--- src/rtl/m_mem_seq_if.sv ---
// Data-bus handshake between the M-stage memory sequencer (master) and data memory (slave).
// Requests are held until bus_ack; bus_rdata is valid in the ack cycle.
interface m_mem_seq_if;
   logic        bus_req;
   logic        bus_we;
   logic [31:0] bus_addr;
   logic [3:0]  bus_be;
   logic [31:0] bus_wdata;
   logic        bus_ack;
   logic [31:0] bus_rdata;

   modport master (
      output bus_req, bus_we, bus_addr, bus_be, bus_wdata,
      input  bus_ack, bus_rdata
   );

   modport slave (
      input  bus_req, bus_we, bus_addr, bus_be, bus_wdata,
      output bus_ack, bus_rdata
   );
endinterface

--- src/rtl/m_mem_seq.sv ---
// M-stage load/store sequencer: alignment/range checks, one req/ack bus transaction per access,
// byte-enable/store-data formatting, load extension, pipeline stall and AdEL/AdES/DBE fault pulses.
module m_mem_seq #(
   parameter logic [31:0] DM_TOP  = 32'h0000_2FFF,
   parameter int unsigned TIMEOUT = 16
) (
   input  logic        clk,
   input  logic        reset,
   input  logic        req,
   input  logic        we,
   input  logic [2:0]  dm_op,
   input  logic [31:0] addr,
   input  logic [31:0] wdata,
   input  logic        flush,
   output logic        stall,
   output logic        done,
   output logic [31:0] rdata,
   output logic        exc,
   output logic [4:0]  exc_code,
   m_mem_seq_if.master bus
);

   localparam logic [2:0] DM_W  = 3'd0;
   localparam logic [2:0] DM_H  = 3'd1;
   localparam logic [2:0] DM_HU = 3'd2;
   localparam logic [2:0] DM_B  = 3'd3;
   localparam logic [2:0] DM_BU = 3'd4;

   localparam logic [7:0] TO_LAST = 8'(TIMEOUT - 1);

   localparam logic [4:0] CODE_ADEL = 5'd4;
   localparam logic [4:0] CODE_ADES = 5'd5;
   localparam logic [4:0] CODE_DBE  = 5'd7;

   typedef enum logic [2:0] {
      S_IDLE,
      S_WAIT,
      S_RESP,
      S_ERR,
      S_DRAIN
   } state_t;

   state_t      r_state;
   logic [7:0]  r_cnt;
   logic [2:0]  r_op;
   logic [1:0]  r_lo;
   logic        r_done;
   logic        r_exc;
   logic [4:0]  r_exc_code;
   logic [31:0] r_rdata;
   logic        r_bus_req;
   logic        r_bus_we;
   logic [31:0] r_bus_addr;
   logic [3:0]  r_bus_be;
   logic [31:0] r_bus_wdata;

   logic        w_misalign;
   logic        w_range;
   logic        w_fault;
   logic [3:0]  w_be;
   logic [31:0] w_wdata;

   always_comb begin
      w_misalign = 1'b0;
      w_be       = 4'b0000;
      w_wdata    = wdata;
      case (dm_op)
         DM_W: begin
            w_misalign = (addr[1:0] != 2'b00);
            w_be       = 4'b1111;
         end
         DM_H, DM_HU: begin
            w_misalign = addr[0];
            w_be       = addr[1] ? 4'b1100 : 4'b0011;
            w_wdata    = {2{wdata[15:0]}};
         end
         DM_B, DM_BU: begin
            w_be    = 4'b0001 << addr[1:0];
            w_wdata = {4{wdata[7:0]}};
         end
         default: ;
      endcase
   end

   assign w_range = (addr > DM_TOP);
   assign w_fault = w_misalign | w_range;

   // Undefined widths read back as all-ones so a bad decode is visible in the register file.
   function automatic logic [31:0] f_extend(input logic [2:0] op, input logic [1:0] lo,
                                            input logic [31:0] word);
      logic [31:0] sh;
      logic [15:0] hw;
      logic [7:0]  by;
      sh = word >> {lo, 3'b000};
      hw = sh[15:0];
      by = sh[7:0];
      case (op)
         DM_W:    f_extend = word;
         DM_H:    f_extend = {{16{hw[15]}}, hw};
         DM_HU:   f_extend = {16'h0000, hw};
         DM_B:    f_extend = {{24{by[7]}}, by};
         DM_BU:   f_extend = {24'h00_0000, by};
         default: f_extend = 32'hFFFF_FFFF;
      endcase
   endfunction

   always_ff @(posedge clk) begin
      if (reset) begin
         r_state     <= S_IDLE;
         r_cnt       <= 8'd0;
         r_op        <= 3'd0;
         r_lo        <= 2'd0;
         r_done      <= 1'b0;
         r_exc       <= 1'b0;
         r_exc_code  <= 5'd0;
         r_rdata     <= 32'd0;
         r_bus_req   <= 1'b0;
         r_bus_we    <= 1'b0;
         r_bus_addr  <= 32'd0;
         r_bus_be    <= 4'b0000;
         r_bus_wdata <= 32'd0;
      end else begin
         r_done     <= 1'b0;
         r_exc      <= 1'b0;
         r_exc_code <= 5'd0;
         r_rdata    <= 32'd0;
         case (r_state)
            S_IDLE: begin
               if (req && !flush) begin
                  if (w_fault) begin
                     r_state    <= S_ERR;
                     r_exc      <= 1'b1;
                     r_exc_code <= we ? CODE_ADES : CODE_ADEL;
                  end else begin
                     r_state     <= S_WAIT;
                     r_cnt       <= 8'd0;
                     r_op        <= dm_op;
                     r_lo        <= addr[1:0];
                     r_bus_req   <= 1'b1;
                     r_bus_we    <= we;
                     r_bus_addr  <= {addr[31:2], 2'b00};
                     r_bus_be    <= we ? w_be : 4'b0000;
                     r_bus_wdata <= w_wdata;
                  end
               end
            end
            // A flush landing on the ack or timeout cycle simply retires the access silently.
            S_WAIT: begin
               if (bus.bus_ack) begin
                  r_bus_req <= 1'b0;
                  if (flush) begin
                     r_state <= S_IDLE;
                  end else begin
                     r_state <= S_RESP;
                     r_done  <= 1'b1;
                     r_rdata <= r_bus_we ? 32'd0 : f_extend(r_op, r_lo, bus.bus_rdata);
                  end
               end else if (r_cnt == TO_LAST) begin
                  r_bus_req <= 1'b0;
                  if (flush) begin
                     r_state <= S_IDLE;
                  end else begin
                     r_state    <= S_ERR;
                     r_exc      <= 1'b1;
                     r_exc_code <= CODE_DBE;
                  end
               end else begin
                  r_cnt <= r_cnt + 8'd1;
                  if (flush) begin
                     r_state <= S_DRAIN;
                  end
               end
            end
            S_DRAIN: begin
               if (bus.bus_ack || (r_cnt == TO_LAST)) begin
                  r_bus_req <= 1'b0;
                  r_state   <= S_IDLE;
               end else begin
                  r_cnt <= r_cnt + 8'd1;
               end
            end
            S_RESP:  r_state <= S_IDLE;
            S_ERR:   r_state <= S_IDLE;
            default: r_state <= S_IDLE;
         endcase
      end
   end

   // The first cycle of an access must stall before the FSM has registered anything.
   assign stall = !reset &&
                  (((r_state == S_IDLE) && req && !flush) ||
                   (r_state == S_WAIT) || (r_state == S_DRAIN));

   assign done          = r_done;
   assign rdata         = r_rdata;
   assign exc           = r_exc;
   assign exc_code      = r_exc_code;
   assign bus.bus_req   = r_bus_req;
   assign bus.bus_we    = r_bus_we;
   assign bus.bus_addr  = r_bus_addr;
   assign bus.bus_be    = r_bus_be;
   assign bus.bus_wdata = r_bus_wdata;

endmodule

--- src/flat_wrapper.sv ---
// flat-port wrapper written by rule: the top's interface ports become plain ports
module m_mem_seq_flat 
#(
   parameter logic [31:0] DM_TOP  = 32'h0000_2FFF,
   parameter int unsigned TIMEOUT = 16
)
  (clk, reset, req, we, dm_op, addr, wdata, flush, stall, done, rdata, exc, exc_code, bus_bus_req, bus_bus_we, bus_bus_addr, bus_bus_be, bus_bus_wdata, bus_bus_ack, bus_bus_rdata);
  m_mem_seq_if bus_i ();
  input  logic clk;
  input  logic reset;
  input  logic req;
  input  logic we;
  input  logic [2:0] dm_op;
  input  logic [31:0] addr;
  input  logic [31:0] wdata;
  input  logic flush;
  output logic stall;
  output logic done;
  output logic [31:0] rdata;
  output logic exc;
  output logic [4:0] exc_code;
  output wire logic [$bits(bus_i.bus_req)-1:0] bus_bus_req;
  output wire logic [$bits(bus_i.bus_we)-1:0] bus_bus_we;
  output wire logic [$bits(bus_i.bus_addr)-1:0] bus_bus_addr;
  output wire logic [$bits(bus_i.bus_be)-1:0] bus_bus_be;
  output wire logic [$bits(bus_i.bus_wdata)-1:0] bus_bus_wdata;
  input wire logic [$bits(bus_i.bus_ack)-1:0] bus_bus_ack;
  input wire logic [$bits(bus_i.bus_rdata)-1:0] bus_bus_rdata;
  assign bus_bus_req = bus_i.bus_req;
  assign bus_bus_we = bus_i.bus_we;
  assign bus_bus_addr = bus_i.bus_addr;
  assign bus_bus_be = bus_i.bus_be;
  assign bus_bus_wdata = bus_i.bus_wdata;
  assign bus_i.bus_ack = bus_bus_ack;
  assign bus_i.bus_rdata = bus_bus_rdata;
  m_mem_seq #(.DM_TOP(DM_TOP), .TIMEOUT(TIMEOUT)) u_core (.clk(clk), .reset(reset), .req(req), .we(we), .dm_op(dm_op), .addr(addr), .wdata(wdata), .flush(flush), .stall(stall), .done(done), .rdata(rdata), .exc(exc), .exc_code(exc_code), .bus(bus_i));
endmodule
--- config.mk ---
export PLATFORM = sky130hd
export DESIGN_NAME = m_mem_seq_flat
export DESIGN_NICKNAME = d
export VERILOG_FILES = /design/src/rtl/m_mem_seq_if.sv /design/src/rtl/m_mem_seq.sv /design/src/flat_wrapper.sv
export SDC_FILE = /design/constraint.sdc
export NUM_CORES = 1
export LEC_CHECK = 0
export ABC_AREA = 1
export ABC_CLOCK_PERIOD_IN_PS = 3300
export CAP_MARGIN = 20
export CORE_MARGIN = 3
export CORE_UTILIZATION = 48
export DETAILED_ROUTE_END_ITERATION = 10
export PLACE_DENSITY = 0.95
export SYNTH_ARGS = -nofsm -noshare
export SYNTH_HDL_FRONTEND = slang
export SYNTH_SLANG_ARGS = --single-unit
--- constraint.sdc ---
create_clock -name clk -period 3.3 [get_ports clk]
set_input_delay 0.66 -clock clk [delete_from_list [all_inputs] [get_ports clk]]
set_output_delay 0.66 -clock clk [all_outputs]
set_load 0.05 [all_outputs]
Yosys cells after proc, flatten, opt, wreduce, memory -nomap -nowiden
Index checks and enable logic that the tools add are counted.
Storage, ports and cells
  flip-flop bits (word level): 123
  input bits: 105
  logic and storage cells: 102
Cells by class
  add/subtract/negate cells: 1
  magnitude comparators: 1
  equality and inequality tests: 19
  shift-type cells: 2
  mux-type cells: 40
  bitwise operators: 4
  reductions and logical operators: 22
Operators by type and width (number)
  $pmux W32 S5: 1
  $pmux W32 S2: 1
  $mux W8: 5
  $gt A32 B14 Y1 const B: 1
  $shr A32 B5 Y16: 1
  $pmux W8 S3: 1
  $mux W5: 4
  $mux W3: 6
  $eq A3 B2 Y1 const B: 4
  $pmux W4 S3: 1
  $mux W1: 11
  $pmux W5 S2: 1
  $eq A3 B1 Y1 const B: 3
  $eq A3 B3 Y1 const B: 3
  $logic_not A3 Y1: 3
  $pmux W3 S3: 1
  $add A8 B1 Y8 const B: 1
  $eq A8 B4 Y1 const B: 1
  $mux W4: 2
  $ne A2 B2 Y1 const B: 4
  $mux W2: 3
  $reduce_and A3 Y1: 2
  $reduce_and A6 Y1: 1
  $reduce_and A5 Y1: 1
  other kinds (16): 27

Logic depth before layout (Yosys ltp)
Gate-level depths: netlist of run 1.
  depth in word-level cells: 7
  depth in mapped cells: 12
  gate-level depth less buffers: 11

Worst setup path before layout of run 1
OpenSTA, ideal clock, no wires.
  kind: in2out
  start: input port flush
  end: output port stall
  data arrival time: 2.063 ns
  data required time: 2.640 ns
  slack: 0.577 ns
  stages: 6
  buffers on the path: 1
  cells stage by stage: inv_2 nand2_1 nor3_4 clkbuf_1 nor2_1 nor2_1
Between the ends
  longest elaborated chain between the ends: 5
RTL lines
  from (decl): line flat_wrapper.sv:16  | input logic flush;
  $logic_not A1 Y1: line m_mem_seq.sv:191  | (((r_state == S_IDLE) && req && !flush) ||
  $logic_and A1 B1 Y1: line m_mem_seq.sv:191
  $logic_or A1 B1 Y1: line m_mem_seq.sv:191
  $logic_or A1 B1 Y1: line m_mem_seq.sv:192  | (r_state == S_WAIT) || (r_state == S_DRAIN));
  $logic_and A1 B1 Y1: line m_mem_seq.sv:190  | assign stall = !reset &&
  to (decl): line flat_wrapper.sv:17  | output logic stall;
No other way between the ends.

Worst setup path in the final report of run 1
Ends and elaborated chain as after synthesis.

==> results of run 1 <==
[state kept, by name (all words and copies together), names as in the netlist]
signal	flops
u_core.r_op	3
u_core.bus.bus_addr	30
u_core.rdata	32
u_core.exc_code	3
u_core.r_lo	2
u_core.done	1
u_core.r_cnt	8
u_core.bus.bus_wdata	32
u_core.bus.bus_req	1
u_core.bus.bus_be	4
u_core.r_state	3
u_core.bus.bus_we	1
[critical path, stage by stage]
cell and delay (ns):
sky130_fd_sc_hd__clkdlybuf4s50_1 0.49, sky130_fd_sc_hd__inv_2 0.07, sky130_fd_sc_hd__nand2_1 0.10, sky130_fd_sc_hd__nor3_4 0.20, sky130_fd_sc_hd__nor2_1 0.07, sky130_fd_sc_hd__nor2_1 0.19
sky130_fd_sc_hd__buf_12 0.18
[kinds of logic after synthesis]
kind of cell    after synthesis
simple gates                395
flops                       120
compound gates              168
buf+inv                     156
xor+xnor                      3
other cells                   1
fa+ha+maj                     1
[layout make-up]
class	count	area, um2
clock inverters	10	165
repair buffers	221	2210
fillers	835	3070
flip-flops and latches	120	2400
clock buffers	22	484
inverters	106	398
well taps	143	179
multi-input cells	571	2660
[synthesized netlist by cell type (all sizes together)]
master | count | area share (%)
nor2 | 101 | 6.9
conb | 1 | 0.065
or2 | 1 | 0.11
buf | 34 | 3.8
o2111ai | 1 | 0.15
dfxtp | 120 | 42
o22ai | 1 | 0.11
a221oi | 5 | 0.76
inv | 106 | 6.9
xor2 | 1 | 0.15
nor3 | 9 | 0.98
nand3b | 1 | 0.13
nor4 | 1 | 0.37
ha | 1 | 0.22
nand3 | 65 | 6.0
clkbuf | 16 | 1.0
o21a | 1 | 0.13
o21ai | 74 | 6.5
a31oi | 11 | 1.2
o211ai | 1 | 0.13
xnor2 | 2 | 0.31
nand2 | 203 | 14
a21oi | 74 | 6.7
nor3b | 1 | 0.13
nand4 | 13 | 1.4
[metrics by stage]
step	instances	power [mW]	instance area [um2]
after detailed placement	1161	2.35	7850
after CTS	1193	4.36	8500
after global placement	1161	2.33	7850
after floorplan	847	2.06	5740
final	1193	4.37	8500
after global routing	1193	4.52	8500
[per-layer routing]
metal / wire length [um] / global-route usage (%) / part of all wire, %
met1: 7160 / 31.8 / 37
met2: 8990 / 47.2 / 47
met3: 2210 / 11.1 / 12
met4: 849 / 14.6 / 4.4
met5: 0 / 0 / 0
[worst paths after layout]
path / to / slack [ns] / start / depth (start not counted)
max: stall / 0.67 / flush / 7
min: u_core.bus.bus_addr[30]$_SDFFE_PP0P_ / 0.46 / u_core.bus.bus_addr[30]$_SDFFE_PP0P_ / 2
max reg2reg: u_core.rdata[16]$_SDFF_PP0_ / 1.05 / u_core.r_lo[1]$_SDFFE_PP0P_ / 10
min reg2reg: u_core.bus.bus_addr[30]$_SDFFE_PP0P_ / 0.46 / u_core.bus.bus_addr[30]$_SDFFE_PP0P_ / 2
[power by group through the flow]
stage          clock network [mW]  registers, mW  logic [mW]
6_report                     2.02           1.52       0.831
5_1_grt                      2.10           1.52       0.892
4_1_cts                      2.03           1.52       0.812
3_5_place_dp                    0           1.55       0.800
3_3_place_gp                    0           1.55       0.782
2_1_floorplan                   0           1.59       0.463
==> results by group, run 1 <==
Run status
  – Run status: completed

Yosys
  – Multiplexer area fraction after synthesis: 0%
  – XOR/XNOR Fraction of Synth Area: 0.459%
  – Netlist Area Pre-Place: between 5000 and 6000 um2
  – Main combinational cell family by area after synthesis: simple AND/OR/NAND/NOR gates
  – Average cell area after synthesis: 6.79 um2
  – Adder-cell share of the synthesized area: 0.218%
  – Unique masters post-synth: 40
  – Sequential element share of the synthesized area: 41.9%
  – Number of warnings reported in the yosys synthesis log: 0
  – Synthesized instance count: 844
  – Synthesized-area fraction occupied by and/or/nand/nor cells: 29.7%
  – Flip-flop and latch count after synthesis: 120
  – Compound-cell area share of the yosys netlist: between 15 and 20%

Routing
  – Routed wire length: 19.2 mm
  – Detailed router's first-iteration violation count: 558
  – Antenna-violating nets left: 0
  – Post-detailed-route DRC marker count: 0
  – Pre-antenna DRT Iters: 10
  – Via count: 6,530
  – Detailed-route vias per instance: 5.47
  – Routed WL per cell: 16.1 um

Clock network
  – Maximum clock insertion buffer count: 2
  – # H-tree levels: 4
  – Number of clock sinks: 120
  – Clock latency on the worst-skew pair: 0.42 ns
  – # hold bufs at CTS: 0
  – Gates resized, CTS repair: 0
  – Post-CTS Setup Bufs: 0
  – TritonCTS clock tree: built
  – Clock slew at the register clock pins of the worst setup and hold paths: 0.05 ns
  – Root Driver: sky130_fd_sc_hd__clkbuf_16
  – Number of CTS-inserted buffers: 17

Die
  – Placeable Area: 11,600 um2
  – Die Area: 13,300 um2
  – Die extent in y: 115 um
  – Die boundary width: 115 um
  – Site row count: 39
  – Starting Density: between 40% and 50%
  – I/O pin total: 215

Timing
  – Worst slew margin: 54.7%
  – Minimum clock period after layout: 2.63 ns
  – Hold violation total from the final report: 0
  – Final sum of negative setup slack: 0 ns
  – Number of failing setup endpoints in the final timing report: 0
  – Post-route fraction of the period consumed by the critical path: roughly four fifths
  – Peak clock frequency supported by timing: 0.380 GHz
  – Setup slack after layout: 0.669 ns
  – Max-slew violations: 0
  – Slew @ Worst Pin: 0.679 ns
  – Worst hold slack after final layout: about 0.46 ns
  – Final worst clock skew: 0.00522 ns
  – RSZ-0062 raised after global routing: no

Worst setup path
  – Critical path peak fanout: 3
  – Kind of launch point of the worst setup path: primary input
  – Setup crit end kind: primary output
  – Type of the setup path with the least slack: primary input to primary output
  – Req. time, crit path: 2.64 ns
  – Worst path arrival time: 1.97 ns

Place
  – Final RePlAce weighted congestion: 0.920
  – Detailed-placement wirelength estimate: about 13 mm
  – Pre-CTS worst setup slack: just over 0.6 ns
  – IO buf count: 210

Global route
  – Number of antenna violations at the first check in global routing: 0
  – Global-route congestion overflow total: 0
  – Overall Global Routing Usage: 28.5%
  – Vias in the first global route: 5,990
  – Largest net degree at the start of global routing: 50
  – Global-route wire length before repair: 29.6 mm

Layout
  – Commonest cells after routing, fill and taps aside: sky130_fd_sc_hd__clkdlybuf4s50_1 (209), sky130_fd_sc_hd__nand2_1 (197), sky130_fd_sc_hd__dfxtp_1 (120)
  – Net count of the finished layout: 1,143
  – Share of post-route cells with drive strength above 1: 6.76%
  – P&R area growth vs syn: 48.3%
  – Finished Core Util: 73.5%
  – Most frequent standard cell in the layout excluding fill and tap cells: sky130_fd_sc_hd__clkdlybuf4s50_1
  – Diode insertion count for antenna repair: 0

Power
  – Highest ir drop seen on vdd: 0.377 mV
  – Proportion of power drawn by the clock network: 46.2%
  – Pleak: roughly 3.7 nW
  – Share of power burned in registers: 34.8%
  – Switching share of power: 28.5%
  – Internal power component: 3.12 mW
  – Switching power of the nets: 1.25 mW
  – P per Cell Area: 514 nW/um2
  – Relative contribution of combinational cells to total power: between 10% and 20%

Job
  – Number of max-cap violations: 0

Hold path
  – HP Class: flop to flop
Note: power is estimated with default switching activity, not from simulation.
==> inputs of run 2 (changes only) <==
--- a/config.mk
+++ b/config.mk
@@ -6,12 +6,12 @@
 export NUM_CORES = 1
 export LEC_CHECK = 0
 export ABC_AREA = 1
-export ABC_CLOCK_PERIOD_IN_PS = 3300
+export ABC_CLOCK_PERIOD_IN_PS = 2600
 export CAP_MARGIN = 20
 export CORE_MARGIN = 3
-export CORE_UTILIZATION = 48
+export CORE_UTILIZATION = 45
 export DETAILED_ROUTE_END_ITERATION = 10
-export PLACE_DENSITY = 0.95
+export PLACE_DENSITY = 0.92
 export SYNTH_ARGS = -nofsm -noshare
 export SYNTH_HDL_FRONTEND = slang
 export SYNTH_SLANG_ARGS = --single-unit
==> constraint.sdc (replaced) <==
create_clock -name clk -period 2.6 [get_ports clk]
set_input_delay 0.52 -clock clk [delete_from_list [all_inputs] [get_ports clk]]
set_output_delay 0.52 -clock clk [all_outputs]
set_load 0.05 [all_outputs]
==> run 2 against run 1 <==
Via count is 2.9% lower. Power rose by 24%. Die area rose by 6.3%. Worst hold slack lost 0.0058 ns. Highest routed layer unchanged. Sequential share of layout area down 0.25 points. Largest power group unchanged. Final cell count up 2.7%.
==> results by group, run 2 (synthesis results as in run 1) <==
Job
  – Number of max-cap violations: 0 (unchanged)

Layout
  – Share of post-route cells with drive strength above 1: 7.38% (+0.62 points)
  – Net count of the finished layout: 1,150 (+0.61%)
  – Diode insertion count for antenna repair: 0 (unchanged)
  – Non-Filler Instances: 1,225 (+2.7%)
  – P&R area growth vs syn: 49.6%
  – Commonest cells after routing, fill and taps aside: sky130_fd_sc_hd__clkdlybuf4s50_1 (209), sky130_fd_sc_hd__nand2_1 (197), sky130_fd_sc_hd__dfxtp_1 (120)
  – Most frequent standard cell in the layout excluding fill and tap cells: sky130_fd_sc_hd__clkdlybuf4s50_1

Clock network
  – # H-tree levels: 4 (unchanged)
  – Number of CTS-inserted buffers: 17 (unchanged)
  – TritonCTS clock tree: built
  – # hold bufs at CTS: 0 (unchanged)
  – Clock slew at the register clock pins of the worst setup and hold paths: 0.06 ns (about the same)
  – Gates resized, CTS repair: 0 (unchanged)
  – Root Driver: sky130_fd_sc_hd__clkbuf_16
  – Clock latency on the worst-skew pair: 0.42 ns (about the same)
  – Number of clock sinks: 120 (unchanged)
  – Post-CTS Setup Bufs: 0 (unchanged)
  – Maximum clock insertion buffer count: 2 (unchanged)

Worst setup path
  – Biggest cell delay along the critical path: 0.44 ns (-0.05 ns)
  – Type of the setup path with the least slack: primary input to primary output
  – WP buf/inv: 3 (unchanged)
  – Critical Path Slowest Stage Cell: sky130_fd_sc_hd__clkdlybuf4s50_1
  – Cell class contributing the biggest share of worst-path delay: buffers and inverters
  – Cells traversed along the worst timing path: clkdlybuf4s50_1 > inv_2 > nand2_1 > nor3_4 > nor2_1 > nor2_1 > buf_12
  – Kind of launch point of the worst setup path: primary input
  – Critical path peak fanout: 2 (-1)
  – Cell repeated most along the worst path: sky130_fd_sc_hd__nor2_1
  – Req. time, crit path: 2.08 ns (-0.56 ns)
  – Setup crit end kind: primary output
  – Worst path arrival time: 1.80 ns (-0.17 ns)

Routing
  – Via count: 6,341 (-2.9%)
  – Pre-antenna DRT Iters: 7 (-3)
  – Antenna-violating nets left: 0 (unchanged)
  – Detailed router's first-iteration violation count: 737 (+32%)
  – Post-detailed-route DRC marker count: 0 (unchanged)
  – Routed wire length: 18.8 mm (-2.3%)
  – Detailed-route vias per instance: 5.18 (-5.4%)
  – Routed WL per cell: 15.3 um (-4.8%)

Power
  – Pleak: 3.77 nW (+0.83%)
  – PnR Total Power: 5.43 mW (+24%)
  – P per Cell Area: 633 nW/um2 (+23%)
  – Highest ir drop seen on vdd: 0.484 mV (+28%)

Timing
  – Final sum of negative setup slack: 0 ns (unchanged)
  – Peak clock frequency supported by timing: around 0.43 GHz
  – Worst slew margin: 59.1% (+4.5 points)
  – Post-route fraction of the period consumed by the critical path: about nine tenths
  – RSZ-0062 raised after global routing: no
  – Number of failing setup endpoints in the final timing report: 0 (unchanged)
  – Minimum clock period after layout: around 2.3 ns
  – Slew @ Worst Pin: 0.611 ns (-0.0683 ns)
  – Final worst clock skew: 0.00978 ns (+0.00456 ns)
  – Max-slew violations: 0 (unchanged)
  – Hold violation total from the final report: 0 (unchanged)

Die
  – Placeable Area: 12,200 um2 (+5.6%)
  – Site row count: 40 (+2.6%)
  – Die Area: 14,100 um2 (+6.3%)
  – Die boundary width: 119 um (+3.1%)
  – Starting Density: 46.9% (-2.6 points)
  – Die extent in y: 119 um (+3.1%)
  – I/O pin total: 215 (unchanged)

Run status
  – Run status: completed

Global route
  – Overall Global Routing Usage: 26.4% (-2.1 points)
  – Number of antenna violations at the first check in global routing: 0 (unchanged)
  – Largest net degree at the start of global routing: 52 (+4.0%)
  – Global-route wire length before repair: 30.0 mm (+1.4%)
  – Global-route congestion overflow total: 0 (unchanged)
  – Vias in the first global route: 6,118 (+2.1%)

Place
  – Dpl cells: 1,193 (+2.8%)
  – Final RePlAce weighted congestion: 0.954 (+3.7%)
  – Detailed-placement wirelength estimate: 13.5 mm (+2.1%)
  – IO buf count: 210 (unchanged)

Hold path
  – HP Class: flop to flop
==> run 2: where the power goes <==
| group | internal (mW) | switching [mW] | leakage [nW] | total (mW) |
|---|---|---|---|---|
| clock network | 1.58 | 0.848 | 0.299 | 2.43 |
| registers | 1.89 | 0.0366 | 0.967 | 1.93 |
| logic | 0.400 | 0.671 | 2.51 | 1.07 |
| total | 3.87 | 1.56 | 3.77 | 5.43 |
==> run 2: area by class of cell <==
class,count,area (um2)
flip-flops and latches,120,2400
clock inverters,11,146
fillers,1002,3640
inverters,106,398
repair buffers,228,2280
clock buffers,21,470
well taps,168,210
multi-input cells,571,2660
==> run 2: metal layers <==
layer / track usage (%) / wire, um / vias up
met5: 0 / 0 / -
met4: 10.9 / 566 / 0
met3: 10.3 / 2030 / 56
met2: 45.2 / 9020 / 335
met1: 29.2 / 7150 / 2848
li1: - / - / 3102
==> run 2: tightest hold or removal path, stage by stage, from the launching register on <==
cell and delay, ns:
sky130_fd_sc_hd__dfxtp_1 0.31, sky130_fd_sc_hd__nand3_1 0.07, sky130_fd_sc_hd__inv_1 0.04
==> run 2: stage by stage <==
step | instance area (um2) | util [%] | hold slack (ns) | worst slack (ns)
after floorplan | 5740 | - | 0.468 | 0.157
after global routing | 8570 | 70.2 | 0.472 | 0.221
after global placement | 7960 | 65.1 | 0.442 | 0.252
final | 8570 | 70.2 | 0.455 | 0.284
after CTS | 8570 | 70.2 | 0.455 | 0.269
after detailed placement | 7960 | 65.1 | 0.448 | 0.227
==> run 2: worst paths after layout <==
check | end | cells after the start | slack [ns] | start
worst max-delay path | stall | 7 | 0.28 | flush
worst min-delay path | u_core.bus.bus_addr[18]$_SDFFE_PP0P_ | 2 | 0.45 | u_core.bus.bus_addr[18]$_SDFFE_PP0P_
worst max register to register | u_core.rdata[9]$_SDFF_PP0_ | 6 | 0.80 | u_core.r_op[0]$_SDFFE_PP0P_
worst min register to register | u_core.bus.bus_addr[18]$_SDFFE_PP0P_ | 2 | 0.45 | u_core.bus.bus_addr[18]$_SDFFE_PP0P_
==> inputs of run 3 (changes only) <==
--- a/config.mk
+++ b/config.mk
@@ -9,9 +9,9 @@
 export ABC_CLOCK_PERIOD_IN_PS = 2600
 export CAP_MARGIN = 20
 export CORE_MARGIN = 3
-export CORE_UTILIZATION = 45
+export CORE_UTILIZATION = 35
 export DETAILED_ROUTE_END_ITERATION = 10
-export PLACE_DENSITY = 0.92
+export PLACE_DENSITY = 0.77
 export SYNTH_ARGS = -nofsm -noshare
 export SYNTH_HDL_FRONTEND = slang
 export SYNTH_SLANG_ARGS = --single-unit
==> run 3 against run 2 <==
Die area up 27%. Setup slack worse by 0.057 ns. Critical endpoint unchanged. Critical path depth unchanged. Routed wire length down 0.56%.
==> results by group, run 3 (synthesis results as in run 1) <==
Clock network
  – Gates resized, CTS repair: 0 (unchanged)
  – Number of clock sinks: 120 (unchanged)
  – # hold bufs at CTS: 0 (unchanged)
  – Root Driver: sky130_fd_sc_hd__clkbuf_16
  – Clock latency on the worst-skew pair: 0.42 ns (about the same)
  – # H-tree levels: 4 (unchanged)
  – Maximum clock insertion buffer count: 2 (unchanged)
  – Clock slew at the register clock pins of the worst setup and hold paths: 0.06 ns (about the same)
  – TritonCTS clock tree: built
  – Number of CTS-inserted buffers: 17 (unchanged)
  – Post-CTS Setup Bufs: 0 (unchanged)

Timing
  – Worst slew margin: 57.6% (-1.5 points)
  – Final sum of negative setup slack: 0 ns (unchanged)
  – Number of failing setup endpoints in the final timing report: 0 (unchanged)
  – Post-route fraction of the period consumed by the critical path: 91.2% (+2.2 points)
  – RSZ-0062 raised after global routing: no
  – Hold violation total from the final report: 0 (unchanged)
  – Peak clock frequency supported by timing: 0.422 GHz (-2.4%)
  – Max-slew violations: 0 (unchanged)
  – Minimum clock period after layout: 2.37 ns (+0.0566 ns)
  – Final worst clock skew: 0.00338 ns (-0.00640 ns)
  – Slew @ Worst Pin: 0.635 ns (+0.0242 ns)

Routing
  – Via count: 6,250 (-1.4%)
  – Pre-antenna DRT Iters: 5 (-2)
  – Post-detailed-route DRC marker count: 0 (unchanged)
  – Detailed-route vias per instance: 4.91 (-5.2%)
  – Detailed router's first-iteration violation count: 368 (-50%)
  – Routed wire length: 18.7 mm (-0.56%)
  – Detailed route wirelength on metal3: 2.24 mm (+11%)
  – Top routing layer used: met4
  – M1 WL: 7.34 mm (+2.7%)
  – Routed WL per cell: 14.6 um (-4.4%)
  – Met2 Routed Length: 8.56 mm (-5.1%)
  – Antenna-violating nets left: 0 (unchanged)

Layout
  – Filler cell count in the final layout: 1,554 (+55%)
  – P&R area growth vs syn: 51.0%
  – Commonest cells after routing, fill and taps aside: sky130_fd_sc_hd__clkdlybuf4s50_1 (209), sky130_fd_sc_hd__nand2_1 (197), sky130_fd_sc_hd__dfxtp_1 (120)
  – Diode insertion count for antenna repair: 0 (unchanged)
  – Finished Core Util: 54.3% (-16 points)
  – Net count of the finished layout: 1,151 (+0.087%)
  – Most frequent standard cell in the layout excluding fill and tap cells: sky130_fd_sc_hd__clkdlybuf4s50_1
  – Share of post-route cells with drive strength above 1: 7.56% (+0.18 points)

Worst setup path
  – Start point of the critical path: flush
  – Type of the setup path with the least slack: primary input to primary output
  – Worst path arrival time: 1.85 ns (+0.05 ns)
  – Cells traversed along the worst timing path: clkdlybuf4s50_1 > inv_2 > nand2_1 > nor3_4 > nor2_1 > nor2_1 > buf_12
  – Biggest cell delay along the critical path: 0.44 ns (about the same)
  – Kind of launch point of the worst setup path: primary input
  – Critical Path Slowest Stage Cell: sky130_fd_sc_hd__clkdlybuf4s50_1
  – Setup slack of the most critical reg-to-reg path: 0.67 ns (-0.13 ns)
  – Path depth of the worst reg2reg path: 10 (+4)
  – Cell repeated most along the worst path: sky130_fd_sc_hd__nor2_1
  – Startpoint of the worst register-to-register path: u_core.r_lo[0]$_SDFFE_PP0P_
  – Req. time, crit path: 2.08 ns (about the same)
  – Reg-to-Reg End: u_core.rdata[16]$_SDFF_PP0_
  – Setup crit end kind: primary output
  – Critical path peak fanout: 4 (+2)

Power
  – Highest ir drop seen on vdd: 0.545 mV (+13%)
  – Pleak: 3.78 nW (+0.20%)
  – P per Cell Area: 628 nW/um2 (-0.84%)

Hold path
  – HP Class: flop to flop
  – Origin of the worst min-delay path: u_core.bus.bus_addr[17]$_SDFFE_PP0P_
  – Hold Crit Endpoint: u_core.bus.bus_addr[17]$_SDFFE_PP0P_
  – Worst hold stages: 2 (unchanged)

Die
  – Site row count: 46 (+15%)
  – Die extent in y: 134 um (+13%)
  – Starting Density: 35.9% (-11 points)
  – Die boundary width: 134 um (+13%)
  – Placeable Area: 15,900 um2 (+31%)
  – Die Area: 17,900 um2 (+27%)
  – I/O pin total: 215 (unchanged)

Global route
  – Largest net degree at the start of global routing: 60 (+15%)
  – Vias in the first global route: 6,011 (-1.7%)
  – Overall Global Routing Usage: 20.9% (-5.5 points)
  – Number of antenna violations at the first check in global routing: 0 (unchanged)
  – Global-route congestion overflow total: 0 (unchanged)
  – Global-route wire length before repair: 30.2 mm (+0.48%)

Place
  – IO buf count: 210 (unchanged)
  – Final RePlAce weighted congestion: 0.917 (-4.0%)
  – Detailed-placement wirelength estimate: 13.6 mm (+0.84%)

Job
  – Number of max-cap violations: 0 (unchanged)

Run status
  – Run status: completed
## run 3: how the worst max path moves through the flow
stage,to,depth (start not counted),slack [ns]
floorplan,stall,6,0.16
global placement,u_core.bus.bus_wdata[10]$_SDFFE_PP0P_,9,0.20
detailed placement,u_core.bus.bus_wdata[10]$_SDFFE_PP0P_,10,0.18
CTS,stall,7,0.18
global route,stall,7,0.10
finish,stall,7,0.23
## run 3: routing by layer
layer  track usage [%]  vias up
li1                  -     3106
met1              23.6     2798
met2              34.6      304
met3              9.26       42
met4              8.86        0
met5                 0        -
## run 3: area by class of cell
cell class | count | area [um2] | area share [%]
Tap cell | 216 | 270 | 3.12
Inverter | 106 | 398 | 4.60
Clock buffer | 17 | 425 | 4.92
Sequential cell | 120 | 2400 | 27.8
Multi-Input combinational cell | 571 | 2660 | 30.7
Clock inverter | 15 | 191 | 2.21
Timing Repair Buffer | 229 | 2300 | 26.6
## run 3: per-stage QoR
stage / instance area (um2) / hold WS, ns / setup WS (ns) / total power [mW] / cells
finish: 8650 / 0.457 / 0.228 / 5.43 / 1274
global route: 8650 / 0.481 / 0.100 / 5.67 / 1274
CTS: 8650 / 0.458 / 0.183 / 5.47 / 1274
detailed placement: 8040 / 0.448 / 0.176 / 3.01 / 1242
global placement: 8040 / 0.439 / 0.204 / 3.00 / 1242
floorplan: 5740 / 0.468 / 0.157 / 2.61 / 847
## run 3: power by group
group          internal, mW  switching, mW  total (mW)
registers              1.89         0.0358        1.93
logic                 0.397          0.652        1.05
clock network          1.53          0.929        2.46
total                  3.81           1.62        5.43
## run 3: critical path, delay by kind of cell
kind	cells	cell delay, ns
buffers and inverters	3	0.66
AND/OR/NAND/NOR	4	0.66
